==> src/rtl/xadc_drp_responder.sv <==
// xadc_drp_responder
// Simulation / bring-up stand-in for the XADC DRP responder. Joystick samples
// (aux6 = X, aux7 = Y) are turned into result registers after a fixed conversion
// time, and DRP requests are answered after a fixed latency.
// Optional feature macro: XADC_DRP_MINMAX_EN adds per-channel min/max tracking
// registers at 7'h28/7'h29 (max) and 7'h2C/7'h2D (min).
//
// DRP FSM states:
//   state  | meaning
//   IDLE   | no transaction pending, den accepted
//   WAIT   | latency countdown, den here is a collision
//   DONE   | o_drdy cycle, write committed, den accepted back-to-back
// Conversion FSM states:
//   state  | meaning
//   IDLE   | ready for a new sample
//   CONV   | conversion countdown, new samples dropped
module xadc_drp_responder #(
    parameter int         DRP_LAT     = 4,
    parameter int         CONV_CYCLES = 26,
    parameter logic [6:0] ADDR_CH0    = 7'h16,
    parameter logic [6:0] ADDR_CH1    = 7'h17
) (
    input  logic        i_clk,
    input  logic        i_rst_n,
    input  logic        i_den,
    input  logic        i_dwe,
    input  logic [6:0]  i_daddr,
    input  logic [15:0] i_di,
    output logic        o_drdy,
    output logic [15:0] o_do,
    input  logic        i_sample_valid,
    input  logic        i_sample_ch,
    input  logic [11:0] i_sample_data,
    output logic        o_sample_ready,
    output logic        o_busy,
    output logic        o_eoc,
    output logic        o_eos,
    output logic [4:0]  o_channel,
    output logic        o_collision
);

    localparam logic [1:0] DRP_IDLE = 2'd0;
    localparam logic [1:0] DRP_WAIT = 2'd1;
    localparam logic [1:0] DRP_DONE = 2'd2;

    localparam logic [0:0] CV_IDLE = 1'b0;
    localparam logic [0:0] CV_CONV = 1'b1;

    localparam logic [3:0] DRP_LOAD  = 4'(DRP_LAT - 1);
    localparam logic [7:0] CONV_LOAD = 8'(CONV_CYCLES - 1);

    logic [1:0]  r_drp_st;
    logic [3:0]  r_drp_cnt;
    logic [6:0]  r_addr;
    logic        r_we;
    logic [15:0] r_di;
    logic [15:0] r_rdata;
    logic        r_drdy;
    logic [15:0] r_do;
    logic        r_coll;

    logic [0:0]  r_cv_st;
    logic [7:0]  r_cv_cnt;
    logic        r_cv_ch;
    logic [11:0] r_cv_data;
    logic        r_eoc;
    logic        r_eos;
    logic [4:0]  r_channel;

    logic [15:0] r_res0;
    logic [15:0] r_res1;
    logic [15:0] r_scr0;
    logic [15:0] r_scr1;
    logic [15:0] r_scr2;

    logic [15:0] w_rd_data;
    logic        w_commit;
    logic        w_conv_done;
    logic [15:0] w_cv_val;

    assign w_commit    = (r_drp_st == DRP_WAIT) && (r_drp_cnt == 4'd0) && r_we;
    assign w_conv_done = (r_cv_st == CV_CONV) && (r_cv_cnt == 8'd0);
    assign w_cv_val    = {r_cv_data, 4'b0000};

`ifdef XADC_DRP_MINMAX_EN
    logic [15:0] r_max0;
    logic [15:0] r_max1;
    logic [15:0] r_min0;
    logic [15:0] r_min1;

    // Track running extremes per channel, updated together with o_eoc
    always_ff @(posedge i_clk or negedge i_rst_n) begin
        if (!i_rst_n) begin
            r_max0 <= 16'h0000;
            r_max1 <= 16'h0000;
            r_min0 <= 16'hFFF0;
            r_min1 <= 16'hFFF0;
        end else if (w_conv_done) begin
            if (!r_cv_ch) begin
                if (w_cv_val > r_max0) r_max0 <= w_cv_val;
                if (w_cv_val < r_min0) r_min0 <= w_cv_val;
            end else begin
                if (w_cv_val > r_max1) r_max1 <= w_cv_val;
                if (w_cv_val < r_min1) r_min1 <= w_cv_val;
            end
        end
    end
`endif

    // Register-file read decode on the live request address (snapshotted on accept)
    always_comb begin
        w_rd_data = 16'h0000;
        if (i_daddr == ADDR_CH0) begin
            w_rd_data = r_res0;
        end else if (i_daddr == ADDR_CH1) begin
            w_rd_data = r_res1;
        end else begin
            case (i_daddr)
                7'h40:   w_rd_data = r_scr0;
                7'h41:   w_rd_data = r_scr1;
                7'h42:   w_rd_data = r_scr2;
`ifdef XADC_DRP_MINMAX_EN
                7'h28:   w_rd_data = r_max0;
                7'h29:   w_rd_data = r_max1;
                7'h2C:   w_rd_data = r_min0;
                7'h2D:   w_rd_data = r_min1;
`endif
                default: w_rd_data = 16'h0000;
            endcase
        end
    end

    // DRP request FSM: accept, count down latency, emit drdy/do
    always_ff @(posedge i_clk or negedge i_rst_n) begin
        if (!i_rst_n) begin
            r_drp_st  <= DRP_IDLE;
            r_drp_cnt <= 4'd0;
            r_addr    <= 7'd0;
            r_we      <= 1'b0;
            r_di      <= 16'h0000;
            r_rdata   <= 16'h0000;
            r_drdy    <= 1'b0;
            r_do      <= 16'h0000;
            r_coll    <= 1'b0;
        end else begin
            r_drdy <= 1'b0;
            r_do   <= 16'h0000;
            case (r_drp_st)
                DRP_IDLE, DRP_DONE: begin
                    if (i_den) begin
                        r_drp_st  <= DRP_WAIT;
                        r_drp_cnt <= DRP_LOAD;
                        r_addr    <= i_daddr;
                        r_we      <= i_dwe;
                        r_di      <= i_di;
                        r_rdata   <= w_rd_data;
                    end else begin
                        r_drp_st <= DRP_IDLE;
                    end
                end
                DRP_WAIT: begin
                    if (i_den) r_coll <= 1'b1;
                    if (r_drp_cnt == 4'd0) begin
                        r_drp_st <= DRP_DONE;
                        r_drdy   <= 1'b1;
                        r_do     <= r_rdata;
                    end else begin
                        r_drp_cnt <= r_drp_cnt - 4'd1;
                    end
                end
                default: r_drp_st <= DRP_IDLE;
            endcase
        end
    end

    // Scratch writes land on the edge that raises o_drdy; result addresses are read-only
    always_ff @(posedge i_clk or negedge i_rst_n) begin
        if (!i_rst_n) begin
            r_scr0 <= 16'h0000;
            r_scr1 <= 16'h0000;
            r_scr2 <= 16'h0000;
        end else if (w_commit) begin
            case (r_addr)
                7'h40:   r_scr0 <= r_di;
                7'h41:   r_scr1 <= r_di;
                7'h42:   r_scr2 <= r_di;
                default: ;
            endcase
        end
    end

    // Conversion FSM: latch sample, count down, publish result with eoc/eos
    always_ff @(posedge i_clk or negedge i_rst_n) begin
        if (!i_rst_n) begin
            r_cv_st   <= CV_IDLE;
            r_cv_cnt  <= 8'd0;
            r_cv_ch   <= 1'b0;
            r_cv_data <= 12'h000;
            r_eoc     <= 1'b0;
            r_eos     <= 1'b0;
            r_channel <= 5'd0;
            r_res0    <= 16'h0000;
            r_res1    <= 16'h0000;
        end else begin
            r_eoc <= 1'b0;
            r_eos <= 1'b0;
            case (r_cv_st)
                CV_IDLE: begin
                    if (i_sample_valid) begin
                        r_cv_st   <= CV_CONV;
                        r_cv_cnt  <= CONV_LOAD;
                        r_cv_ch   <= i_sample_ch;
                        r_cv_data <= i_sample_data;
                    end
                end
                CV_CONV: begin
                    if (r_cv_cnt == 8'd0) begin
                        r_cv_st <= CV_IDLE;
                        r_eoc   <= 1'b1;
                        r_eos   <= r_cv_ch;
                        if (r_cv_ch) begin
                            r_res1    <= w_cv_val;
                            r_channel <= ADDR_CH1[4:0];
                        end else begin
                            r_res0    <= w_cv_val;
                            r_channel <= ADDR_CH0[4:0];
                        end
                    end else begin
                        r_cv_cnt <= r_cv_cnt - 8'd1;
                    end
                end
                default: r_cv_st <= CV_IDLE;
            endcase
        end
    end

    assign o_drdy         = r_drdy;
    assign o_do           = r_do;
    assign o_collision    = r_coll;
    assign o_busy         = (r_cv_st == CV_CONV);
    assign o_sample_ready = ~o_busy;
    assign o_eoc          = r_eoc;
    assign o_eos          = r_eos;
    assign o_channel      = r_channel;

endmodule
==> config.mk <==
export PLATFORM = sky130hd
export DESIGN_NAME = xadc_drp_responder
export DESIGN_NICKNAME = d
export VERILOG_FILES = /design/src/rtl/xadc_drp_responder.sv
export SDC_FILE = /design/constraint.sdc
export NUM_CORES = 1
export LEC_CHECK = 0
export CAP_MARGIN = 20
export CORE_MARGIN = 2
export CORE_UTILIZATION = 50
export DETAILED_ROUTE_END_ITERATION = 8
export PLACE_DENSITY = 0.82
export SLEW_MARGIN = 0
export SYNTH_ARGS = -nofsm -noshare
export SYNTH_HDL_FRONTEND = slang
export SYNTH_SLANG_ARGS = --single-unit
export TNS_END_PERCENT = 30
==> constraint.sdc <==
create_clock -name i_clk -period 3.78 [get_ports i_clk]
set_clock_uncertainty 0.15 [all_clocks]
set_input_delay 0.756 -clock i_clk [delete_from_list [all_inputs] [get_ports i_clk]]
set_output_delay 0.756 -clock i_clk [all_outputs]
set_load 0.01 [all_outputs]
==> impl_metrics.toml <==
[worst_setup_path]
r2r-start = "r_drp_cnt[0]$_DFFE_PN0P_"
crit_fanout = 16
path_class = "reg -> reg"
r2r-end = "r_scr1[5]$_DFFE_PN0P_"
cp.required_ns = 3.93
endpoint_kind = "flip-flop"
startpoint_type = "flip-flop"
reg2regPathDepth = 6
cp_data_arrival_time_ns = 3.12
r2r_slack_ns = 0.81

[cts]
cts_tree = "yes"
cts-resized-gates = 0
postCtsSetupBuffers = 0
root_buffer = "clkbuf_16"
cts-buffers-inserted = 17
clk_pin_slew_ns = 0.06
cts_max_path_buffers = 2
cts_hold_buf = 0
htreeDepth = 4
clock_sinks = 162
clk_latency_ns = 0.42

[pwr]
clkPwrFrac_pct = 37.1
internal_power_mw = 3.121
seq_power_share_pct = 49.0
switching_share_pct = 27.47
p_comb_share_pct = 13.9
power_leakage_nw = 3.976
power_mw = 4.303
p_sw_mw = 1.182
vdd_drop_max_uv = 333.5
power.density_nw_per_um2 = 507.7

[routing]
routedWlPerCell_um = 17.30
finalWirelength_um = 15560
drtIter0Drc = 467
vias = 5071
via_per_inst = 5.641
drtPass1Iterations = 5
ant_nets = 0
drc_errors = 0

[global_routing]
grt_pass1_vias = 5145
grt_pass1_wl_um = 25470
grt_max_degree = 70
overflow = 0
grt_antenna_before_repair = 0
gr-usage-all-layers_pct = 21.82

[logic_synthesis]
synth_cell_types = 43
syn_area_per_cell_um2 = 10.92
synth_area_leaders = "dfrtp_1, mux2_2, nand2_1, and2_1, mux2i_1"
seq_area_frac_synth_pct = 56.65
ys.flop_type = "dfrtp_1"
syn_inst = 655
yosys.area.top_type_share_pct = 56.65
synth_area_um2 = 7156
syn_nets = 699
yosysTopAreaCell = "dfrtp_1"
ys.warnings.count = 0
async_reset_ff_share_pct = 100.0
ys_seq_elements = 162
synth_edf_count = 0

[sta]
clock.fmax_ghz = 0.3368
max-slew-margin-rel_pct = 39.08
hold_viol = 0
period_needed_ns = 2.969
slew_violations = 0
fin_crit_sh_pct = 78.54
rsz0062_at_grt = "no"
worstMarginPinSlew_ns = 0.9104
setup-violations-final = 0
tns_ns = 0
hold_ws_ns = 0.1221

[cells_and_area]
layout_common_cells = "dfrtp_1, nand2_1, clkdlybuf4s50_1, mux2_2, and2_1"
area_growth_pct = 18.45
diodes = 0
nets = 750
multi_input_area_um2 = 2808
seqCellArea_um2 = 4054
layout-drive-gt1-share_pct = 16.13
layout_commonest_cell = "dfrtp_1"
n_fill_cell = 1067

[floorplan]
boundaryPins = 68
die_w_um = 123.6
die_y_um = 123.6
core-area_um2 = 13930
start_util_pct = 51.35
dieArea_um2 = 15280
placementRows = 43

[placed_design]
gp_congestion = 0.8666
dp_hpwl_um = 10350
portBuffers = 66

[worst_hold_path]
hold_path_class = "in -> async"

[job]
cap_violations = 0

[run_status]
status = "finished clean"
## per-stage QoR
| stage | cell area (um2) | cells | setup WS (ns) | utilization [%] |
|---|---|---|---|---|
| finish | 8476 | 899 | 0.8111 | 60.82 |
| global route | 8476 | 899 | 0.7216 | 60.82 |
| CTS | 8464 | 898 | 0.7802 | 60.74 |
| detailed placement | 7915 | 866 | 0.7040 | 56.80 |
| global placement | 7915 | 866 | 0.8133 | 56.80 |
| floorplan | 7156 | 655 | 1.425 | - |
## critical path, cell delays in order (launching register included)
cell and delay (ns):
dfrtp_1 0.41, inv_1 0.07, ha_1 0.15, or3b_4 0.41, nor3b_2 0.46, and2_1 0.79, mux2_2 0.43
## power groups by stage
stage	clock, mW	sequential, mW	combinational, mW
after global routing	1.69	2.14	0.671
after detailed placement	0	2.13	0.597
after floorplan	0	2.07	0.405
final	1.60	2.11	0.597
after CTS	1.62	2.11	0.601
after global placement	0	2.11	0.570
## kinds of logic (layout without fill, tap and decap cells)
family / after synthesis / after routing / synth area share [%]
mux: 78 / 78 / 12.45
fa+ha+maj: 3 / 3 / 0.5246
simple gates: 273 / 273 / 19.25
other cells: 1 / 1 / 0.05241
flops: 162 / 162 / 56.65
buf+inv: 65 / 129 / 4.249
xor+xnor: 2 / 2 / 0.2448
compound gates: 71 / 71 / 6.575
## registers in the layout, summed over array words and instances (netlist names), 8 cells and up
name       flops
o_do          16
r_rdata       16
r_res0        12
r_scr0        16
r_di          16
r_scr2        16
r_scr1        16
r_cv_cnt       8
r_res1        12
r_cv_data     12
## layer usage
layer  routed length (um)  share of wire (%)  vias to the layer above  track usage [%]
li1                     -                  -                     2348                -
met2                 7771                 50                      193            35.27
met5                    0                  0                        -                0
met4                  450                2.9                        0            10.65
met3                  974                6.3                       45            4.533
met1                 6360                 41                     2485            28.17
## synthesized netlist by cell type, types with 2 or more instances
cell      count
buf_1         5
nor4b_1      13
a21oi_1      19
nand2_2       2
or4_1         2
o32a_1       12
nor4_1       26
or3b_2        3
mux2_4        9
nor3_1        4
inv_1        19
nand3_1      16
o211ai_1     14
xor2_1        2
and2_1       31
mux2_2       52
clkbuf_1     28
dfrtp_1     162
nor3b_1       3
buf_6         5
o21ai_0      19
buf_4         5
buf_2         3
mux2i_1      17
nor2_1       13
nand2_1     143
nand2b_1      3
nor2b_1       5
or3_1         3
ha_1          3
o31ai_1       2
## how the worst max path moves through the flow
stage	start	endpoint	slack, ns	depth (start not counted)
3_5_place_dp	i_daddr[3]	r_rdata[8]$_DFFE_PN0P_	0.70	5
4_1_cts	r_drp_cnt[0]$_DFFE_PN0P_	r_scr1[4]$_DFFE_PN0P_	0.78	6
6_report	r_drp_cnt[0]$_DFFE_PN0P_	r_scr1[5]$_DFFE_PN0P_	0.81	6
2_1_floorplan	i_daddr[4]	r_rdata[10]$_DFFE_PN0P_	1.43	8
5_1_grt	r_drp_cnt[0]$_DFFE_PN0P_	r_scr1[11]$_DFFE_PN0P_	0.72	6
3_3_place_gp	i_daddr[3]	r_rdata[10]$_DFFE_PN0P_	0.81	5
## cell type report
| type | instances | area share (%) |
|---|---|---|
| clock buffer | 22 | 5.477 |
| clock inverter | 10 | 1.004 |
| inverter | 19 | 0.8415 |
| multi-input combinational | 428 | 33.13 |
| sequential | 162 | 47.83 |
| tap | 180 | 2.657 |
| timing repair buffer | 78 | 9.064 |
Note: power is estimated with default switching activity, not from simulation.
